**config.mk**
```make
export PLATFORM = sky130hd
export DESIGN_NAME = dvp_frame_source
export DESIGN_NICKNAME = d
export VERILOG_FILES = /design/src/rtl/dvp_frame_source.sv
export SDC_FILE = /design/constraint.sdc
export NUM_CORES = 1
export LEC_CHECK = 0
export BUFFER_PORTS_ARGS = -buffer_cell sky130_fd_sc_hd__buf_4
export CELL_PAD_IN_SITES_DETAIL_PLACEMENT = 0
export CELL_PAD_IN_SITES_GLOBAL_PLACEMENT = 1
export CORE_UTILIZATION = 46
export CTS_CLUSTER_SIZE = 16
export DETAILED_ROUTE_END_ITERATION = 12
export PLACE_DENSITY = 0.83
export RECOVER_POWER = 100
export SLEW_MARGIN = 10
export SYNTH_ARGS = -nofsm -noshare
export SYNTH_HDL_FRONTEND = slang
export SYNTH_SLANG_ARGS = --single-unit
export TNS_END_PERCENT = 100
```
**constraint.sdc**
```tcl
create_clock -name p_clock -period 3.95 [get_ports p_clock]
set_input_delay 0.1975 -clock p_clock [delete_from_list [all_inputs] [get_ports p_clock]]
set_output_delay 0.1975 -clock p_clock [all_outputs]
set_load 0.005 [all_outputs]
```
**src/rtl/dvp_frame_source.sv**
```systemverilog
// OV7670-style DVP byte-stream source: replays a 320x240 RGB444 frame buffer
// as 640x480 RGB565 (2x pixel and line duplication) with vsync/href framing.
module dvp_frame_source #(
    parameter int H_ACTIVE    = 640,
    parameter int H_TOTAL     = 784,
    parameter int V_ACTIVE    = 480,
    parameter int V_TOTAL     = 510,
    parameter int VSYNC_LINES = 3,
    parameter int V_BACK      = 17
) (
    input  logic        p_clock,
    input  logic        rst,
    input  logic        enable,
    input  logic [11:0] bram_rdata,
    output logic        vsync,
    output logic        href,
    output logic [7:0]  p_data,
    output logic [16:0] bram_addr,
    output logic        bram_re,
    output logic        frame_start,
    output logic        busy
);

    localparam int LINE_BYTES = 2 * H_TOTAL;
    localparam int HW         = $clog2(LINE_BYTES + 1);
    localparam int VW         = $clog2(V_TOTAL + 1);
    localparam int ACT_FIRST  = VSYNC_LINES + V_BACK;
    localparam int ACT_END    = ACT_FIRST + V_ACTIVE;

    localparam logic [HW-1:0] H_LAST      = HW'(LINE_BYTES - 1);
    localparam logic [HW-1:0] H_ACT_BYTES = HW'(2 * H_ACTIVE);
    localparam logic [HW-1:0] H_ONE       = HW'(1);
    localparam logic [VW-1:0] V_LAST      = VW'(V_TOTAL - 1);
    localparam logic [VW-1:0] V_VS_END    = VW'(VSYNC_LINES);
    localparam logic [VW-1:0] V_ACT_FIRST = VW'(ACT_FIRST);
    localparam logic [VW-1:0] V_ACT_END   = VW'(ACT_END);
    localparam logic [VW-1:0] V_ONE       = VW'(1);
    localparam logic [16:0]   ROW_WORDS   = 17'(H_ACTIVE / 2);

    typedef enum logic [2:0] {IDLE, VSYNC, BACK, ACTIVE, FRONT} state_t;

    // Per-slot sideband that travels alongside the BRAM read.
    typedef struct packed {
        logic vs;
        logic hr;
        logic fs;
        logic odd;
    } side_t;

    state_t          state, state_n;
    logic [HW-1:0]   hcnt, hcnt_n;
    logic [VW-1:0]   vcnt, vcnt_n;
    logic            h_wrap, v_last;
    logic            vs_c, hr_c, fs_c, rd_c;
    logic [VW-1:0]   line_idx;
    logic [16:0]     addr_c;
    side_t           side_c;
    side_t [1:0]     side_pipe;
    logic [11:0]     word_q;
    logic            act, act_n;
    logic [1:0]      act_d;

    function automatic state_t line_state(input logic [VW-1:0] idx);
        if (idx < V_VS_END)         return VSYNC;
        else if (idx < V_ACT_FIRST) return BACK;
        else if (idx < V_ACT_END)   return ACTIVE;
        else                        return FRONT;
    endfunction

    function automatic logic [7:0] pack_byte0(input logic [11:0] w);
        return {w[11:8], w[11], w[7:5]};
    endfunction

    function automatic logic [7:0] pack_byte1(input logic [11:0] w);
        return {w[4], w[7:6], w[3:0], w[3]};
    endfunction

    assign h_wrap = (hcnt == H_LAST);
    assign v_last = (vcnt == V_LAST);

    always_ff @(posedge p_clock or posedge rst) begin
        if (rst) begin
            state <= IDLE;
            hcnt  <= '0;
            vcnt  <= '0;
        end else begin
            state <= state_n;
            hcnt  <= hcnt_n;
            vcnt  <= vcnt_n;
        end
    end

    // State only changes at line wrap; enable is looked at only on frame entry.
    always_comb begin
        state_n = state;
        hcnt_n  = hcnt;
        vcnt_n  = vcnt;
        if (state == IDLE) begin
            hcnt_n = '0;
            vcnt_n = '0;
            if (enable) state_n = VSYNC;
        end else begin
            hcnt_n = h_wrap ? '0 : hcnt + H_ONE;
            if (h_wrap) begin
                if (v_last) begin
                    vcnt_n  = '0;
                    state_n = enable ? VSYNC : IDLE;
                end else begin
                    vcnt_n  = vcnt + V_ONE;
                    state_n = line_state(vcnt + V_ONE);
                end
            end
        end
    end

    always_comb begin
        vs_c     = (state == VSYNC);
        hr_c     = (state == ACTIVE) && (hcnt < H_ACT_BYTES);
        fs_c     = vs_c && (hcnt == '0) && (vcnt == '0);
        rd_c     = hr_c && !hcnt[0];
        line_idx = vcnt - V_ACT_FIRST;
        // Line pairs share a source row; byte quads share a source word.
        addr_c   = 17'(line_idx >> 1) * ROW_WORDS + 17'(hcnt >> 2);
        side_c.vs  = vs_c;
        side_c.hr  = hr_c;
        side_c.fs  = fs_c;
        side_c.odd = hcnt[0];
        act      = (state != IDLE);
        act_n    = (state_n != IDLE);
    end

    always_ff @(posedge p_clock or posedge rst) begin
        if (rst) begin
            bram_re   <= 1'b0;
            bram_addr <= '0;
            side_pipe <= '0;
        end else begin
            bram_re   <= rd_c;
            if (rd_c) bram_addr <= addr_c;
            side_pipe <= {side_pipe[0], side_c};
        end
    end

    // Output stage: byte0 packs straight from BRAM, byte1 reuses the held word.
    always_ff @(posedge p_clock or posedge rst) begin
        if (rst) begin
            vsync       <= 1'b0;
            href        <= 1'b0;
            frame_start <= 1'b0;
            p_data      <= '0;
            word_q      <= '0;
        end else begin
            vsync       <= side_pipe[1].vs;
            href        <= side_pipe[1].hr;
            frame_start <= side_pipe[1].fs;
            if (side_pipe[1].hr) begin
                if (!side_pipe[1].odd) begin
                    word_q <= bram_rdata;
                    p_data <= pack_byte0(bram_rdata);
                end else begin
                    p_data <= pack_byte1(word_q);
                end
            end else begin
                p_data <= '0;
            end
        end
    end

    // busy rises with the IDLE exit and holds until the pipeline has drained.
    always_ff @(posedge p_clock or posedge rst) begin
        if (rst) begin
            act_d <= '0;
            busy  <= 1'b0;
        end else begin
            act_d <= {act_d[0], act};
            busy  <= act_n | act | act_d[0] | act_d[1];
        end
    end

endmodule

```
==> impl_metrics.csv, run 1 <==
group,metric,value,unit
logic_synthesis,ys.warnings.count,0,
worst_setup_path,cp_num_cells,14,
job,drv_cap,2,
drt,vias,2605,
place,dp_hpwl,5140,um
drt,wl,7000,um
worst_setup_path,reg2regPathDepth,14,
sta,rsz0062_at_grt,"no",
logic_synthesis,syn_area,3680,um2
sta,fin_setup_tns,0,ns
worst_setup_path,cpMostUsedCell,"ha_1",
logic_synthesis,yosysSeqAreaShare,0.476,
worst_hold_path,hp-class,"input port to flip-flop",
global_route,grt_pass1_wl,12100,um
clocking,ctsResizeCount,0,
sta,finalCriticalPeriod,3.47,ns
clocking,clockRootBuffer,"clkbuf_8",
clocking,cts_tree,"built",
worst_setup_path,cp-startpoint,"vcnt[2]",
logic_synthesis,syn_area_per_cell,10.5,um2
sta,slew_viol_final,73,
sta,fin_skew,0.00975,ns
drt,ant_nets,0,
sta,finalCritPeriodShare,0.879,
worst_setup_path,worstPathArrival,3.70,ns
floorplan,ios,45,
sta,hold_viol,0,
worst_setup_path,cp_top_family,"simple AND/OR/NAND/NOR gates",
finish,final_net_count,435,
clocking,clkTransAtPathRegs,0.07,ns
floorplan,die_y,91.4,um
logic_synthesis,async_reset_ff_frac,1.00,
run_status,violations,"max-capacitance violations, max-slew violations",
run_status,status,"finished, violations left",
worst_setup_path,start_kind,"flip-flop",
power_and_ir_drop,pwr_density_cell,305,nW/um2
drt,routedWlPerCell,13.9,um
floorplan,rows,32,
floorplan,fp.dieW,91.4,um
finish,area_growth,15.9,%
finish,n_fill_cell,681,
clocking,cts_buffers,9,
global_route,grt_overflow,0,
worst_setup_path,slowest_delay,0.47,ns
clocking,post_cts_buffers,0,
clocking,hold_buffers,0,
logic_synthesis,syn_inst,350,
clocking,clk_latency,0.34,ns
logic_synthesis,ys_ff_latch,70,
power_and_ir_drop,irDropWorstVdd,0.193,mV
global_route,grt_pass1_vias,2646,
floorplan,die_area,8360,um2
sta,slew_headroom,-0.0624,
global_route,grt.total_usage,0.183,
worst_setup_path,r2r_end,"bram_addr[15]",
drt,avgViaCountPerCell,5.19,
clocking,cts_buffer_depth,2,
floorplan,start_util,0.476,
global_route,antenna_found_initial,0,
clocking,htreeDepth,3,
power_and_ir_drop,leakagePower,1.99,nW
worst_setup_path,path_cells,"inv_1 > ha_1 > nor2b_1 > nor2_1 > xnor2_1 > inv_1 > ha_1 > ha_1 > a211oi_1 > nor2_1 > xor2_1 > nand4_1 > or3_1 > a31o_1",
finish,n_antenna_cell,0,
finish,drive_gt1_frac,0.200,
worst_setup_path,end_kind,"flip-flop",
worst_setup_path,cp.required,4.18,ns
drt,drtIter0Drc,70,
worst_setup_path,crit_fanout,8,
logic_synthesis,syn-num-nets,390,
place,place_congestion,0.799,
place,io_buffer_count,44,
worst_setup_path,worstSetupEndpoint,"bram_addr[15]",
sta,timing.hold.ws,0.0677,ns
clocking,cts.sinks,70,
sta,setup_violations,0,
worst_setup_path,timing_worst_setup_path_type,"flip-flop to flip-flop",
worst_setup_path,r2r_slack,0.48,ns
logic_synthesis,synth_edf_count,0,
global_route,grt_max_degree,41,
worst_setup_path,critPathBufInv,2,
sta,fmax,288,MHz
worst_setup_path,r2r-start,"vcnt[2]",
logic_synthesis,synth.distinct_cells,51,
drt,first_pass_iters,4,
worst_setup_path,cp_slowest_cell,"dfrtp_1",
logic_synthesis,synth_ff_type,"dfrtp_1",
drt,drcViolationCount,0,
floorplan,core-area,7730,um2
sta,worstMarginPinSlew,1.59,ns
-- cell usage after synthesis, drive strengths merged (3+ instances only) --
| cell type | number | area (um2) |
|---|---|---|
| or2 | 4 | 25.0 |
| nand3 | 9 | 45.0 |
| o31ai | 4 | 30.0 |
| mux2 | 16 | 180 |
| a21boi | 5 | 41.3 |
| or3 | 3 | 23.8 |
| and3 | 5 | 31.3 |
| nand2b | 3 | 18.8 |
| nor2 | 31 | 116 |
| ha | 23 | 288 |
| clkbuf | 6 | 22.5 |
| a31oi | 4 | 25.0 |
| nand2 | 27 | 101 |
| inv | 17 | 63.8 |
| nor3 | 9 | 50.1 |
| buf | 6 | 42.5 |
| o21ai | 22 | 110 |
| nor2b | 10 | 62.6 |
| xnor2 | 18 | 158 |
| dfrtp | 70 | 1750 |
| xor2 | 14 | 123 |
| a21oi | 6 | 30.0 |
| mux2i | 5 | 50.1 |
| a211oi | 3 | 22.5 |
| nand4 | 3 | 18.8 |
-- state kept, by name, indices dropped and copies added (netlist names) --
register	cells
bram_re	1
hcnt	11
bram_addr	17
side_pipe	8
word_q	7
vsync	1
p_data	8
state	3
act_d	2
busy	1
vcnt	9
href	1
frame_start	1
-- metrics by stage --
step | utilization | std cells | total power [mW] | instance area [um2] | setup WS [ns]
after CTS | 0.553 | 502 | 1.32 | 4280 | 0.500
after global routing | 0.551 | 502 | 1.35 | 4260 | 0.117
after floorplan | - | 350 | 0.741 | 3680 | 0.812
after global placement | 0.529 | 486 | 0.757 | 4090 | 0.610
final | 0.551 | 502 | 1.30 | 4260 | 0.479
after detailed placement | 0.529 | 486 | 0.757 | 4090 | 0.522
-- worst register-to-register path, stage by stage (launching register included) --
cell,delay (ns)
dfrtp_1,0.47
inv_1,0.18
ha_1,0.26
nor2b_1,0.19
nor2_1,0.11
xnor2_1,0.19
inv_1,0.07
ha_1,0.30
ha_1,0.22
a211oi_1,0.28
nor2_1,0.11
xor2_1,0.29
nand4_1,0.17
or3_1,0.33
a31o_1,0.21
-- where the power goes --
| part | leakage, nW | internal [mW] | switching [mW] | total (mW) |
|---|---|---|---|---|
| logic | 0.969 | 0.00897 | 0.0161 | 0.0251 |
| registers | 0.923 | 0.716 | 0 | 0.716 |
| clock network | 0.0935 | 0.293 | 0.263 | 0.557 |
-- final cells by class --
class / instances / area [um2] / area share
Timing Repair Buffer: 46 / 338 / 0.0793
Inverter: 17 / 63.8 / 0.0150
Tap cell: 102 / 128 / 0.0299
Clock inverter: 5 / 60.1 / 0.0141
Multi-Input combinational cell: 251 / 1790 / 0.420
Clock buffer: 11 / 131 / 0.0308
Sequential cell: 70 / 1750 / 0.411
-- layout by cell type, fill, tap and decap left out, types with 4 or more instances in the layout --
| master | n |
|---|---|
| nand3_1 | 9 |
| mux2i_1 | 5 |
| nor2_1 | 31 |
| a31oi_1 | 4 |
| clkbuf_8 | 9 |
| inv_1 | 17 |
| buf_4 | 13 |
| xnor2_1 | 18 |
| o31ai_1 | 4 |
| ha_1 | 23 |
| nor3_1 | 8 |
| nand2_1 | 27 |
| clkbuf_1 | 4 |
| dfrtp_1 | 70 |
| xor2_1 | 14 |
| a21oi_1 | 6 |
| and3_1 | 5 |
| mux2_2 | 16 |
| a21boi_0 | 4 |
| clkbuf_4 | 31 |
| nor2b_1 | 10 |
| o21ai_0 | 22 |
-- how the worst min path moves through the flow --
stage	startpoint	endpoint	slack [ns]	cells past startpoint
after floorplan	enable	busy	0.31	1
after global placement	side_pipe[0]	side_pipe[4]	0.33	0
after detailed placement	side_pipe[5]	frame_start	0.34	0
after CTS	enable	busy	0.06	2
after global routing	enable	busy	0.06	2
final	enable	busy	0.07	2
-- logic make-up (layout without fill, tap and decap cells) --
logic type                 after synthesis  count (layout)  synth area share
AOI/OAI and AO/OA                       56              56            0.0977
xor gates and xnor gates                32              32            0.0762
adders and majority gates               25              25            0.0891
buffers and inverters                   29              79            0.0350
DFF                                     70              70             0.476
muxes                                   21              21            0.0626
and+or+nand+nor                        117             117             0.163
-- metal layers --
metal | share of wire | global-route usage | up-vias
met2 | 0.47 | 0.308 | 44
met5 | 0 | 0 | -
met4 | 0.017 | 0.0608 | 0
met1 | 0.48 | 0.233 | 1241
li1 | - | - | 1309
met3 | 0.033 | 0.0410 | 11
Note: power is estimated with default switching activity, not from simulation.
==> inputs of run 2 (changes only) <==
--- a/config.mk
+++ b/config.mk
@@ -5,14 +5,16 @@
 export SDC_FILE = /design/constraint.sdc
 export NUM_CORES = 1
 export LEC_CHECK = 0
+export ABC_AREA = 1
 export BUFFER_PORTS_ARGS = -buffer_cell sky130_fd_sc_hd__buf_4
 export CELL_PAD_IN_SITES_DETAIL_PLACEMENT = 0
 export CELL_PAD_IN_SITES_GLOBAL_PLACEMENT = 1
-export CORE_UTILIZATION = 46
+export CORE_UTILIZATION = 44
 export CTS_CLUSTER_SIZE = 16
 export DETAILED_ROUTE_END_ITERATION = 12
 export PLACE_DENSITY = 0.83
 export RECOVER_POWER = 100
+export SKIP_CTS_REPAIR_TIMING = 1
 export SLEW_MARGIN = 10
 export SYNTH_ARGS = -nofsm -noshare
 export SYNTH_HDL_FRONTEND = slang
==> impl_metrics.csv, run 2 <==
group,metric,value,unit
run_status,status,"finished, violations left",
run_status,violations,"max-capacitance violations, max-slew violations",
floorplan,core-area,8300,um2
worst_setup_path,cp.required,4.19,ns
clocking,clkTransAtPathRegs,0.08,ns
sta,worstMarginPinSlew,1.66,ns
global_route,grt_overflow,0,
logic_synthesis,synth_top_area_share,0.462,
logic_synthesis,synth_edf_count,0,
worst_hold_path,whs_path_depth,3,
clocking,cts_buffers,9,
power_and_ir_drop,combPwrFrac,0.085,
power_and_ir_drop,swShare,0.263,
power_and_ir_drop,leakagePower,2.27,nW
floorplan,fp.dieW,94.9,um
finish,final_net_count,554,
sta,finalCritPeriodShare,0.808,
worst_hold_path,hp-class,"input port to flip-flop",
logic_synthesis,ys.warnings.count,0,
clocking,htreeDepth,3,
sta,slew_viol_final,46,
worst_setup_path,r2r_slack,0.76,ns
power_and_ir_drop,p_int,1.18,mW
worst_hold_path,worstHoldStart,"bram_rdata[10]",
logic_synthesis,post-synth-top-count-cell,"nand2_1",
global_route,grt_pass1_vias,3011,
finish,n_antenna_cell,0,
job,drv_cap,1,
logic_synthesis,netlist_top_cells_count,"125 x nand2_1, 70 x dfrtp_1, 66 x inv_1",
sta,setup_violations,0,
floorplan,die_y,94.9,um
sta,fin_skew,0.00978,ns
logic_synthesis,synthTopCellsByArea,"dfrtp_1 46%, nand2_1 12%, ha_1 7.6%, inv_1 6.5%, nand3_1 3.6%",
logic_synthesis,synth_ff_type,"dfrtp_1",
drt,routedWlPerCell,12.9,um
drt,first_pass_iters,7,
worst_setup_path,critPathBufInv,4,
worst_setup_path,reg2regPathDepth,17,
clocking,cts_buffer_depth,2,
floorplan,rows,33,
sta,fin_setup_tns,0,ns
power_and_ir_drop,pwr_density_cell,364,nW/um2
drt,wl,8070,um
floorplan,start_util,0.457,
power_and_ir_drop,p_switching,421,uW
finish,drive_gt1_frac,0.137,
finish,final_common_cell,"nand2_1",
logic_synthesis,ys_ff_latch,70,
place,preCtsSetupSlack,0.856,ns
logic_synthesis,syn_area,3790,um2
sta,rsz0062_at_grt,"no",
logic_synthesis,syn_area_per_cell,8.20,um2
worst_setup_path,cp_slowest_cell,"dfrtp_1",
clocking,clockRootBuffer,"clkbuf_8",
power_and_ir_drop,power_frac_seq,0.497,
floorplan,die_area,9000,um2
global_route,grt_max_degree,46,
finish,layout_common_cells,"125 x nand2_1, 70 x dfrtp_1, 67 x inv_1",
logic_synthesis,syn_inst,463,
place,io_buffer_count,44,
logic_synthesis,yosysSeqAreaShare,0.462,
drt,drtIter0Drc,74,
logic_synthesis,yosysTopAreaCell,"dfrtp_1",
worst_setup_path,cp_top_family,"adder cells",
worst_setup_path,r2r_end,"bram_addr[14]",
finish,largest_reg_flops,17,
drt,avgViaCountPerCell,4.94,
logic_synthesis,syn-num-nets,503,
worst_setup_path,end_kind,"flip-flop",
global_route,grt.total_usage,0.200,
finish,top_regs,"bram_addr (17), hcnt (11), vcnt (9)",
power_and_ir_drop,irDropWorstVdd,0.195,mV
sta,fmax,313,MHz
sta,finalCriticalPeriod,3.19,ns
global_route,grt_pass1_wl,13900,um
clocking,clk_latency,0.35,ns
clocking,cts_tree,"built",
sta,fin_ws,0.757,ns
drt,vias,3083,
finish,fin_area,4400,um2
power_and_ir_drop,finalPower,1.60,mW
drt,drcViolationCount,0,
worst_setup_path,start_kind,"flip-flop",
finish,largest_register,"bram_addr",
sta,hold_viol,0,
worst_setup_path,path_cells,"inv_1 > ha_1 > inv_1 > nand2_1 > nand2_1 > xor2_1 > inv_1 > ha_1 > ha_1 > xnor2_1 > inv_1 > nor2_1 > nand2_1 > nor2_1 > a21oi_1 > o21ai_1 > nand2_1",
floorplan,ios,45,
finish,area_growth,15.9,%
worst_setup_path,r2r-start,"vcnt[2]",
worst_setup_path,timing_worst_setup_path_type,"flip-flop to flip-flop",
worst_setup_path,slowest_delay,0.45,ns
worst_setup_path,worstPathArrival,3.44,ns
worst_setup_path,crit_fanout,7,
drt,ant_nets,0,
place,dp_hpwl,6100,um
logic_synthesis,async_reset_ff_frac,1.00,
clocking,cts.sinks,70,
power_and_ir_drop,power.share.clock,0.419,
place,post_dp_cell_area,4230,um2
global_route,antenna_found_initial,0,
place,place_congestion,0.836,
logic_synthesis,synth.distinct_cells,33,
sta,slew_headroom,-0.107,
worst_hold_path,min_to,"p_data[6]",
-- run 2: cell count changes after synthesis, sizes merged, moves of 6 or more --
cell	change
a21oi	+10
inv	+55
mux2	-16
nand2	+102
nand3	+20
nor2	+6
nor2b	-10
o21ai	+14
o22ai	+6
xnor2	-14
xor2	-9
-- run 2: how the worst max path moves through the flow --
stage | from | end | slack, ns | cells after the start
6_report | vcnt[2] | bram_addr[14] | 0.76 | 17
5_1_grt | vcnt[2] | bram_addr[16] | 0.37 | 21
4_1_cts | vcnt[2] | bram_addr[14] | 0.82 | 17
3_5_place_dp | vcnt[2] | bram_addr[14] | 0.86 | 17
3_3_place_gp | vcnt[2] | bram_addr[15] | 0.96 | 16
2_1_floorplan | vcnt[2] | bram_addr[14] | 1.16 | 17
-- run 2: cell type report --
type,count,area (um2)
fillers,804,3900
flip-flops and latches,70,1750
multi-input cells,316,1700
repair buffers,45,315
inverters,72,272
well taps,105,131
clock buffers,9,124
clock inverters,7,106
-- run 2: per-layer routing --
metal	global-route usage	share of wire
met1	0.260	0.49
met4	0.0745	0.013
met3	0.0419	0.037
met2	0.328	0.46
met5	0	0
-- run 2: power groups by stage --
stage / registers, mW / logic, mW / clock network, mW
after global routing: 0.802 / 0.155 / 0.710
after global placement: 0.810 / 0.139 / 0
after CTS: 0.799 / 0.143 / 0.684
final: 0.795 / 0.135 / 0.670
after detailed placement: 0.813 / 0.142 / 0
after floorplan: 0.804 / 0.0956 / 0
-- run 2: worst reg2reg max path: stages, from the launching register on --
cell and delay [ns]:
dfrtp_1 0.45, inv_1 0.25, ha_1 0.24, inv_1 0.05, nand2_1 0.11, nand2_1 0.08, xor2_1 0.21, inv_1 0.07
ha_1 0.30, ha_1 0.36, xnor2_1 0.26, inv_1 0.06, nor2_1 0.14, nand2_1 0.09, nor2_1 0.17, a21oi_1 0.09
o21ai_1 0.11, nand2_1 0.06
-- run 2: metrics by stage --
step / hold slack (ns) / std cells / util
2_1_floorplan: 0.308 / 463 / -
3_3_place_gp: 0.331 / 608 / 0.509
3_5_place_dp: 0.337 / 608 / 0.509
4_1_cts: 0.0452 / 624 / 0.537
5_1_grt: 0.0480 / 624 / 0.530
6_report: 0.0556 / 624 / 0.530
-- run 2: cells by family (layout without fill, tap and decap cells) --
group	Yosys count	count (layout)	synth area share
AND/OR/NAND/NOR	218	218	0.260
buffers and inverters	77	133	0.0821
adder cells (fa/ha/maj)	25	25	0.0864
AO/OA/AOI/OAI	64	64	0.0894
flip-flops	70	70	0.462
XOR/XNOR	9	9	0.0208
==> inputs of run 3 (changes only) <==
--- a/config.mk
+++ b/config.mk
@@ -9,10 +9,10 @@
 export BUFFER_PORTS_ARGS = -buffer_cell sky130_fd_sc_hd__buf_4
 export CELL_PAD_IN_SITES_DETAIL_PLACEMENT = 0
 export CELL_PAD_IN_SITES_GLOBAL_PLACEMENT = 1
-export CORE_UTILIZATION = 44
+export CORE_UTILIZATION = 39
 export CTS_CLUSTER_SIZE = 16
 export DETAILED_ROUTE_END_ITERATION = 12
-export PLACE_DENSITY = 0.83
+export PLACE_DENSITY = 0.78
 export RECOVER_POWER = 100
 export SKIP_CTS_REPAIR_TIMING = 1
 export SLEW_MARGIN = 10
==> constraint.sdc (replaced) <==
create_clock -name p_clock -period 2.8 [get_ports p_clock]
set_input_delay 0.14 -clock p_clock [delete_from_list [all_inputs] [get_ports p_clock]]
set_output_delay 0.14 -clock p_clock [all_outputs]
set_load 0.005 [all_outputs]
==> impl_metrics.csv, run 3 (synthesis results as in run 2) <==
group,metric,value,unit
drt,avgViaCountPerCell,4.76,
floorplan,ios,45,
place,io_buffer_count,44,
clocking,clkTransAtPathRegs,0.08,ns
floorplan,fp.dieW,101,um
floorplan,die_area,10100,um2
sta,timing.hold.ws,0.00218,ns
worst_setup_path,start_kind,"flip-flop",
finish,area_growth,26.0,%
clocking,cts.sinks,70,
worst_setup_path,end_kind,"flip-flop",
sta,hold_viol,0,
worst_hold_path,hp-class,"input port to flip-flop",
floorplan,die_y,101,um
worst_setup_path,timing_worst_setup_path_type,"flip-flop to flip-flop",
worst_setup_path,cp.required,3.04,ns
finish,n_antenna_cell,0,
run_status,status,"finished, final reports clean",
clocking,cts_buffers,9,
drt,ant_nets,0,
sta,fin_skew,0.00574,ns
worst_setup_path,worstPathArrival,2.88,ns
job,drv_cap,0,
place,dp_hpwl,5920,um
power_and_ir_drop,pwr_density_cell,445,nW/um2
floorplan,core-area,9330,um2
finish,drive_gt1_frac,0.244,
sta,finalCritPeriodShare,0.943,
clocking,cts_buffer_depth,2,
clocking,htreeDepth,3,
floorplan,start_util,0.407,
worst_setup_path,cpMostUsedCell,"inv_2",
global_route,grt.total_usage,0.172,
clocking,cts_tree,"built",
sta,finalCriticalPeriod,2.64,ns
finish,layout_common_cells,"116 x nand2_1, 69 x dfrtp_1, 60 x inv_1",
power_and_ir_drop,finalPower,2.13,mW
finish,final_common_cell,"nand2_1",
global_route,grt_max_degree,39,
power_and_ir_drop,leakagePower,2.40,nW
finish,largest_register,"bram_addr",
power_and_ir_drop,irDropWorstVdd,0.239,mV
drt,wl,7890,um
clocking,clk_latency,0.34,ns
drt,drcViolationCount,0,
finish,final_net_count,577,
worst_setup_path,critPathBufInv,5,
global_route,grt_pass1_wl,13600,um
global_route,grt_pass1_vias,2988,
drt,drtIter0Drc,105,
sta,fin_setup_tns,0,ns
floorplan,rows,35,
drt,first_pass_iters,4,
finish,finalCoreUtilization,0.513,
worst_setup_path,path_cells,"inv_2 > buf_6 > ha_4 > inv_2 > ha_2 > ha_4 > inv_2 > fa_2 > nand3b_1 > nand2_1 > nand2_1 > nand2_2 > inv_2 > nor3_2 > nand3_1 > nand3_1 > nand2_1",
sta,fmax,379,MHz
clocking,clockRootBuffer,"clkbuf_8",
worst_setup_path,crit_fanout,4,
global_route,grt_overflow,0,
worst_setup_path,cp_top_family,"adder cells",
sta,setup_violations,0,
sta,worstMarginPinSlew,1.25,ns
drt,vias,3196,
finish,top_regs,"bram_addr (17), hcnt (11), vcnt (9)",
sta,slew_viol_final,0,
place,place_congestion,0.812,
worst_setup_path,slowest_delay,0.40,ns
global_route,antenna_found_initial,0,
sta,slew_headroom,0.164,
worst_setup_path,cp_slowest_cell,"dfrtp_1",
finish,largest_reg_flops,17,
drt,routedWlPerCell,11.8,um
## run 3: changes by cell type in the layout (fill, tap and decap cells not counted), moves of 4 or more
cell | previous run | this run
a21oi_1 | 16 | 12
a21oi_2 | 0 | 4
buf_4 | 13 | 28
clkbuf_4 | 26 | 31
ha_1 | 23 | 16
ha_4 | 0 | 5
inv_1 | 67 | 60
inv_2 | 4 | 11
nand2_1 | 125 | 116
nand2_2 | 3 | 11
nor2_1 | 33 | 26
nor2_4 | 2 | 7
## run 3: path summary, 6_finish.rpt
| check | startpoint | endpoint | slack [ns] | cells past startpoint |
|---|---|---|---|---|
| worst min-delay path | bram_rdata[8] | p_data[4] | 0.002 | 3 |
| max in group asynchronous | rst | bram_addr[9] | 0.56 | 4 |
| min in group asynchronous | rst | side_pipe[3] | 0.70 | 3 |
| worst max-delay path | vcnt[2] | bram_addr[15] | 0.16 | 17 |
| worst min register to register | side_pipe[3] | side_pipe[7] | 0.35 | 0 |
| worst max register to register | vcnt[2] | bram_addr[15] | 0.16 | 17 |
## run 3: layout make-up
class | count | area (um2)
timing repair buffer | 68 | 512
inverter | 72 | 273
multi-input combinational | 316 | 1890
sequential | 70 | 1750
tap | 129 | 161
clock buffer | 10 | 128
fill | 920 | 4550
clock inverter | 6 | 70.1
## run 3: power breakdown
part,internal [mW],switching (mW)
logic,0.0755,0.119
clock network,0.418,0.394
registers,1.08,0.0463
total,1.57,0.559
## run 3: per-layer routing
metal | vias to the layer above | share of wire | wire length [um] | GRT usage
met4 | 0 | 0.0061 | 48 | 0.0647
met5 | - | 0 | 0 | 0
met1 | 1502 | 0.49 | 3880 | 0.236
met2 | 54 | 0.46 | 3650 | 0.264
li1 | 1636 | - | - | -
met3 | 4 | 0.039 | 311 | 0.0388
## run 3: worst min-delay path, cell delays in order
cell and delay (ns):
buf_4 0.08, nand2_1 0.04, o21ai_0 0.06
## run 3: stage by stage
stage	cells	setup slack, ns	area (um2)
after floorplan	463	0.00840	3790
after global placement	645	0.0937	4370
after detailed placement	645	-0.00989	4370
after CTS	661	-0.0291	4560
after global routing	671	-0.00483	4780
final	671	0.159	4780
